File: src/rtl/mte_rx_verify.sv
// Receive-side MTE verifier: collects a 2N-bit ciphertext frame byte by byte, decrypts it,
// regenerates the MAC over the plaintext and releases plaintext only when the MACs agree.

module decryption #(
    parameter int N = 256
) (
    input  logic           clock,
    input  logic           reset,
    input  logic [N-1:0]   key,
    input  logic [2*N-1:0] in_data,
    output logic [2*N-1:0] out_data
);
    logic [2*N-1:0] out_data_d, out_data_q;

    always_comb out_data_d = in_data ^ {key, key};

    always_ff @(posedge clock) begin
        if (reset) out_data_q <= '0;
        else       out_data_q <= out_data_d;
    end

    assign out_data = out_data_q;
endmodule

module macgen #(
    parameter int N = 256
) (
    input  logic         clock,
    input  logic         reset,
    input  logic [N-1:0] key,
    input  logic [N-1:0] data,
    output logic [N-1:0] mac
);
    logic [N-1:0] mac_d, mac_q;

    // Keyed tag: plaintext rotated left one byte, mixed with the inverted key
    always_comb mac_d = {data[N-9:0], data[N-1:N-8]} ^ ~key;

    always_ff @(posedge clock) begin
        if (reset) mac_q <= '0;
        else       mac_q <= mac_d;
    end

    assign mac = mac_q;
endmodule

module mte_rx_verify #(
    parameter int N       = 256,
    parameter int DEC_LAT = 1,
    parameter int MAC_LAT = 1
) (
    input  logic         clock,
    input  logic         reset,
    input  logic [N-1:0] key,
    input  logic [7:0]   in_data,
    input  logic         in_valid,
    output logic         in_ready,
    output logic [N-1:0] out_data,
    output logic         out_valid,
    input  logic         out_ready,
    output logic         auth_ok,
    output logic [15:0]  fail_count
);
    localparam int FRAME_W = 2 * N;
    localparam int NBYTES  = FRAME_W / 8;
    localparam int CNT_W   = $clog2(NBYTES);
    localparam int WAIT_W  = 8;
    localparam logic [CNT_W-1:0]  LAST_BYTE = CNT_W'(NBYTES - 1);
    localparam logic [WAIT_W-1:0] DEC_WAIT  = WAIT_W'(DEC_LAT - 1);
    localparam logic [WAIT_W-1:0] MAC_WAIT  = WAIT_W'(MAC_LAT - 1);

    typedef enum logic [2:0] {
        S_COLLECT,
        S_DECRYPT,
        S_MACGEN,
        S_COMPARE,
        S_OUTPUT
    } state_e;

    state_e              state_d, state_q;
    logic [CNT_W-1:0]    cnt_d, cnt_q;
    logic [WAIT_W-1:0]   wait_d, wait_q;
    logic [FRAME_W-1:0]  frame_d, frame_q;
    logic [N-1:0]        key_d, key_q;
    logic [N-1:0]        out_data_d, out_data_q;
    logic                auth_ok_d, auth_ok_q;
    logic [15:0]         fail_count_d, fail_count_q;
    logic [FRAME_W-1:0]  de_out;
    logic [N-1:0]        dmac;

    decryption #(.N(N)) u_dec (
        .clock    (clock),
        .reset    (reset),
        .key      (key_q),
        .in_data  (frame_q),
        .out_data (de_out)
    );

    macgen #(.N(N)) u_mac (
        .clock (clock),
        .reset (reset),
        .key   (key_q),
        .data  (de_out[FRAME_W-1:N]),
        .mac   (dmac)
    );

    always_ff @(posedge clock) begin
        if (reset) begin
            state_q      <= S_COLLECT;
            cnt_q        <= '0;
            wait_q       <= '0;
            frame_q      <= '0;
            key_q        <= '0;
            out_data_q   <= '0;
            auth_ok_q    <= 1'b0;
            fail_count_q <= '0;
        end else begin
            state_q      <= state_d;
            cnt_q        <= cnt_d;
            wait_q       <= wait_d;
            frame_q      <= frame_d;
            key_q        <= key_d;
            out_data_q   <= out_data_d;
            auth_ok_q    <= auth_ok_d;
            fail_count_q <= fail_count_d;
        end
    end

    always_comb begin
        state_d = state_q;
        cnt_d   = cnt_q;
        wait_d  = wait_q;
        unique case (state_q)
            S_COLLECT: begin
                if (in_valid) begin
                    if (cnt_q == LAST_BYTE) begin
                        cnt_d   = '0;
                        wait_d  = DEC_WAIT;
                        state_d = S_DECRYPT;
                    end else begin
                        cnt_d = cnt_q + CNT_W'(1);
                    end
                end
            end
            S_DECRYPT: begin
                if (wait_q == '0) begin
                    wait_d  = MAC_WAIT;
                    state_d = S_MACGEN;
                end else begin
                    wait_d = wait_q - WAIT_W'(1);
                end
            end
            S_MACGEN: begin
                if (wait_q == '0) state_d = S_COMPARE;
                else              wait_d  = wait_q - WAIT_W'(1);
            end
            S_COMPARE: state_d = S_OUTPUT;
            S_OUTPUT:  if (out_ready) state_d = S_COLLECT;
            default:   state_d = S_COLLECT;
        endcase
    end

    always_comb begin
        frame_d      = frame_q;
        key_d        = key_q;
        out_data_d   = out_data_q;
        auth_ok_d    = auth_ok_q;
        fail_count_d = fail_count_q;
        if (state_q == S_COLLECT && in_valid) begin
            frame_d[(NBYTES - 1 - int'(cnt_q)) * 8 +: 8] = in_data;
            if (cnt_q == '0) key_d = key;
        end
        // An X/Z anywhere in either MAC makes the condition unknown and falls to rejection
        if (state_q == S_COMPARE) begin
            if (dmac == de_out[N-1:0]) begin
                out_data_d = de_out[FRAME_W-1:N];
                auth_ok_d  = 1'b1;
            end else begin
                out_data_d = '0;
                auth_ok_d  = 1'b0;
                if (fail_count_q != '1) fail_count_d = fail_count_q + 16'd1;
            end
        end
    end

    always_comb begin
        in_ready  = (state_q == S_COLLECT);
        out_valid = (state_q == S_OUTPUT);
    end

    assign out_data   = out_data_q;
    assign auth_ok    = auth_ok_q;
    assign fail_count = fail_count_q;
endmodule

File: config.mk
export PLATFORM = sky130hd
export DESIGN_NAME = mte_rx_verify
export DESIGN_NICKNAME = d
export VERILOG_FILES = /design/src/rtl/mte_rx_verify.sv
export SDC_FILE = /design/constraint.sdc
export NUM_CORES = 2
export LEC_CHECK = 0
export CAP_MARGIN = 30
export CORE_MARGIN = 2
export CORE_UTILIZATION = 62
export DETAILED_ROUTE_END_ITERATION = 8
export PLACE_DENSITY = 0.88
export SYNTH_ARGS = -nofsm -noshare
export SYNTH_HDL_FRONTEND = slang
export SYNTH_SLANG_ARGS = --single-unit
File: constraint.sdc
create_clock -name clock -period 3.91 [get_ports clock]
set_input_delay 0.391 -clock clock [delete_from_list [all_inputs] [get_ports clock]]
set_output_delay 0.391 -clock clock [all_outputs]
set_load 0.01 [all_outputs]
# Word-level counts from Yosys, hierarchy flattened
# Cells that the tools add are included.
dict set report word_totals {
  out_inout_bits 275
  reg_bits 1826
  in_bits 268
  wordCells 59
}
dict set report classes {
  n_addsub 5
  n_reduce_logical 10
  n_mux 15
  bitwise 4
  shift 2
  eq_ne 13
}
# cell count
set ops {}
lappend ops {{512-bit bitwise mux} 1}
lappend ops {{8-bit by 33-bit variable shift with 512-bit output (first input constant)} 1}
lappend ops {{8-bit by 33-bit variable part select with 512-bit output} 1}
lappend ops {{512-bit bitwise XOR} 1}
lappend ops {{256-bit equality test} 1}
lappend ops {{256-bit 2-to-1 mux} 1}
lappend ops {{256-bit NOT} 1}
lappend ops {{256-bit bitwise XOR} 1}
lappend ops {{10-bit negator with 33-bit output} 1}
lappend ops {{8-bit 2-to-1 mux} 4}
lappend ops {{8-bit case mux with 3 select lines} 1}
lappend ops {{16-bit by 1-bit adder with 16-bit output (second input constant)} 1}
lappend ops {{16-bit != test (second input constant)} 1}
lappend ops {{3-bit 2-to-1 mux} 5}
lappend ops {{3-bit case mux with 5 select lines} 1}
lappend ops {{8-bit logical NOT} 1}
lappend ops {{2-bit != test (second input constant)} 4}
lappend ops {{8-bit by 1-bit subtractor with 8-bit output (second input constant)} 1}
lappend ops {{6-bit by 6-bit subtractor with 7-bit output (first input constant)} 1}
lappend ops {{6-bit by 1-bit adder with 6-bit output (second input constant)} 1}
lappend ops {{3-bit by 2-bit equality test with 1-bit output (second input constant)} 2}
lappend ops {{6-bit equality test (second input constant)} 1}
lappend ops {{6-bit logical NOT} 1}
lappend ops {{6-bit 2-to-1 mux} 1}
lappend ops {{12 further kinds} 14}

# Depth between registers and ports, before layout
dict set report logic_depth {
  word_depth 4
  ltp_mapped 12
  mapped_depth_nobuf 8
}

# Modules after synthesis
# From an unflattened synthesis, not the netlist that was laid out.
dict set report unflattened {
  hier_cells 6908
  hier_area_um2 65854.4
}
# module instances cells_each area_per_inst_um2 seq_area_each_um2
set by_module_without_submodules {}
lappend by_module_without_submodules {mte_rx_verify 1 4519 40027.1 21180.3}
lappend by_module_without_submodules {decryption 1 1593 17299.1 10249.8}
lappend by_module_without_submodules {macgen 1 796 8528.2 5124.9}

# Worst setup path before layout
# No wires, ideal clock.
dict set report synth_timing {
  path_type {register to register}
  from {register cnt_q[2]}
  to {register frame_q[416]}
  slack_ns 1.324
  synth_period_minus_slack_ns 2.586
  stages_incl_launch_ff 12
  required_ns 3.782
  t_arrival_ns 2.458
  setup_ns 0.128
  n_path_buf 4
  path_cell_list {dfxtp_1 buf_2 and3_1 and3_1 ha_1 clkbuf_1 nor3_1 buf_2 nand3_1 clkbuf_1 a21oi_1 nor2_1}
}
dict set report synth_via {
  elab_chain_cells 4
  elab_cells_between_ends 5
  classes_between {2 x add/sub; 2 x shift; 1 x mux}
}
# element line_no
set synth_rtl {}
lappend synth_rtl {{start: declaration} 81} ;# logic [CNT_W-1:0] cnt_d, cnt_q;
lappend synth_rtl {{start signal: assignment} 119} ;# cnt_q <= cnt_d;
lappend synth_rtl {{6-bit by 6-bit subtractor with 7-bit output *} 170} ;# frame_d[(NBYTES - 1 - int'(cnt_q)) * 8 +: 8] = in_data;
lappend synth_rtl {{10-bit negator with 33-bit output *} 170}
lappend synth_rtl {{8-bit by 33-bit variable part select with 512-bit output or 8-bit by 33-bit variable shift with 512-bit output (tied branches)} 170}
lappend synth_rtl {{512-bit bitwise mux *} 170}
lappend synth_rtl {{end signal: assignment} 121} ;# frame_q <= frame_d;
lappend synth_rtl {{end: declaration} 83} ;# logic [FRAME_W-1:0] frame_d, frame_q;
# Mark *: on every way between the ends. The rest lies on a longest branch, timed or not.
# A chain may end at the register's enable or synchronous reset.

# Worst setup path after layout
dict set report layout_timing {
  from {register cnt_q[0]}
  to {register frame_q[85]}
}
# Same word-level chain as after synthesis.

==> results by group <==
Status
  – Status: complete, no violations

Synth
  – Number of flops mapped to enable cells by yosys: 0
  – Mean Syn Cell Area: 9.40 um2
  – Netlist cell types: 58
  – Post-synthesis cell area: 65200 um2
  – Post-synthesis cell count: 6945
  – Syn Nets: 7219
  – Post-synth ARST share: 0%
  – Syn. warnings: 0
  – Ys flop type: dfxtp_1
  – Post-synthesis sequential area ratio: 56.0%
  – #FFs+latches synth: 1826

Place
  – Global placement routability congestion: 1.06
  – Post-DP HPWL: 159000 um
  – PortBufs: 542

CTS
  – Reg clk slew, reported paths: 0.07 ns
  – CTS root buffer: clkbuf_16
  – TritonCTS Sinks: 1826
  – Worst-Skew Late Latency: 0.81 ns
  – CTS-repair resized insts: 0
  – H-tree level count: 4
  – CTS tree: yes
  – Setup bufs post-CTS: 0
  – Cts bufs inserted: 172
  – Hold Buf Count CTS: 0
  – CTS max path bufs: 3

Power and ir drop
  – Internal power contribution: 33.6 mW
  – Clock network fraction of design power: 36.5%
  – Power Total: 48.0 mW
  – Combinational share of power: 16.6%
  – VDD IR-drop max: 0.000421 V
  – Power per cell area: 608 nW/um2
  – Seq pwr share: 46.9%
  – LEAKAGE: 30.3 nW
  – Switching share of power: 30.1%
  – NetSw: 14.4 mW

Run
  – Maximum capacitance violations: 0

Setup path
  – CP Capture Type: flop
  – Worst EP required: 4.61 ns
  – Worst-path maximum fanout: 16
  – FF-to-FF path depth: 10
  – Critical path class: flop to flop
  – Critical path data arrival time: 4.25 ns
  – CP Cell Sequence: clkinv_1, ha_1, nand2b_1, nor2_1, buf_4, nand2_1, buf_4, nor3_1, a21oi_1, nor2_1
  – Worst Setup Start Kind: flop
  – Slowest-stage cell, CP: dfxtp_1
  – Max incr delay on CP: 0.63 ns

Timing
  – Post-Route Skew: 0.0421 ns
  – Max Freq: 282 MHz
  – Period utilization: 90.8%
  – RSZ-0062 raised after global routing: false
  – Setup TNS: 0 ns
  – Slew HR: 28.6%
  – Setup violators final: 0
  – Final hold viol count: 0
  – Least-Margin Pin Slew: 1.07 ns
  – Crit path time final: 3.55 ns
  – Final Max Slew Viols: 0

Hold path
  – Worst min path class: primary input to flop
  – Hold depth: 2

Cells and area
  – Highest-count cells in the layout ignoring fill and taps: dfxtp_1 (1826), nor2_1 (1227), nand2_1 (787)
  – Commonest non-fill, non-tap cell in the layout: dfxtp_1
  – FILL cells: 6581
  – Area delta synth->final: 21.1%
  – Nets: 7773
  – Share of cells above drive strength 1: 7.61%

Floorplan
  – Die X: 328 um
  – Height of the die: 328 um
  – I/O pins: 543
  – Die area: 108000 um2
  – Initial Utilization: 62.2%
  – Core footprint: 105000 um2
  – Row cnt: 119

Routing
  – First-pass DRT Iterations: 8
  – Post-route ant nets: 0
  – Wire length per cell: 25.3 um
  – DRT Wirelength: 228000 um
  – Via count: 53676
  – Via/cell ratio: 5.95
  – Drt drc: 0
  – Detailed router's first-iteration violation count: 7002

GRT
  – Vias in the first global route: 51576
  – GRT overflow: 0
  – Initial antenna violation count: 12
  – GRT Overall Usage: 40.9%
  – Largest net degree at the start of global routing: 150
  – First-pass GRT wire length: 328000 um
synth_stat cells (all sizes together), types with 2 or more instances:
master  number  area share, %
dfxtp     1826             56
nor2b        8          0.077
nor4        21           0.23
a211oi       2          0.023
a21oi      657            5.0
or4          7          0.081
a21o         2          0.023
clkbuf     352            2.0
nor2      1235            7.1
xor2       260            3.5
nor4b        5           0.10
nor3b        2          0.031
mux2         8           0.14
nand4       75           0.72
inv          5          0.029
ha           6           0.12
o31ai        6          0.069
and2        24           0.23
o21ai       14           0.11
or3          4          0.038
and3        19           0.18
nand3      255            2.0
a22oi        2          0.023
mux2i      126            1.9
nor3       100           0.78
buf         67           0.51
nand2b      22           0.21
a22o       256            3.4
xnor2      777             10
nand2      789            4.5
worst paths after layout:
check,startpoint,end,slack [ns]
worst min register to register,frame_q[140],frame_q[140],0.46
worst min-delay path,reset,u_dec.out_data[501],0.13
worst max register to register,cnt_q[0],frame_q[85],0.36
worst max-delay path,cnt_q[0],frame_q[85],0.36
flip-flops by register name, indices dropped and copies added, names as in the netlist:
register / cells
frame_q: 512
u_dec.out_data: 512
key_q: 256
out_data: 256
u_mac.mac: 256
fail_count: 16
wait_q: 8
cnt_q: 6
state_q: 3
auth_ok: 1
per-stage QoR:
step                      utilization (%)  cells  hold WS, ns  area (um2)  setup WS, ns
after floorplan                         -   6945        0.445       65200          1.32
after global placement               69.7   8716        0.443       73000         0.375
after detailed placement             69.7   8716        0.456       73000         0.271
after CTS                            75.4   9023       0.0732       79000         0.514
after global routing                 75.4   9023       0.0946       79000         0.258
final                                75.4   9025        0.133       79000         0.359
power groups by stage:
stage / combinational, mW / sequential, mW / clock [mW]
2_1_floorplan: 4.63 / 21.9 / 0
3_3_place_gp: 7.30 / 22.8 / 0
3_5_place_dp: 7.47 / 22.8 / 0
4_1_cts: 7.68 / 22.5 / 17.5
5_1_grt: 8.31 / 22.6 / 18.2
6_report: 7.97 / 22.6 / 17.5
area by class of cell:
class | count | area, um2 | area share (%)
flip-flops and latches | 1826 | 36600 | 46.3
multi-input cells | 4694 | 27100 | 34.3
repair buffers | 799 | 7630 | 9.66
clock buffers | 244 | 5030 | 6.37
well taps | 1391 | 1740 | 2.20
clock inverters | 63 | 921 | 1.17
inverters | 6 | 22.5 | 0.0285
diodes | 2 | 5.00 | 0.00634
metal layers:
metal / wire (um) / part of all wire [%] / track usage, %
met1: 81300 / 36 / 49.6
met4: 19500 / 8.6 / 30.3
met5: 66 / 0.029 / 0
met3: 27400 / 12 / 11.3
met2: 99800 / 44 / 62.5
critical path: cells and delay by family, from the launching register on:
| kind | cells | cell delay [ns] |
|---|---|---|
| simple gates | 5 | 1.32 |
| flops | 1 | 0.63 |
| compound gates | 1 | 0.06 |
| fa+ha+maj | 1 | 0.46 |
| buf+inv | 3 | 0.97 |
cell families (layout without fill, tap and decap cells):
kind of cell,count (synthesis),in the layout,share of synthesized area [%]
xor+xnor,1037,1037,13.9
simple gates,2569,2569,16.4
flops,1826,1826,56.0
mux,134,134,2.07
buf+inv,425,1112,2.58
other cells,0,2,0
fa+ha+maj,6,6,0.115
compound gates,948,948,8.85
Power figures use the tool's default switching activity.
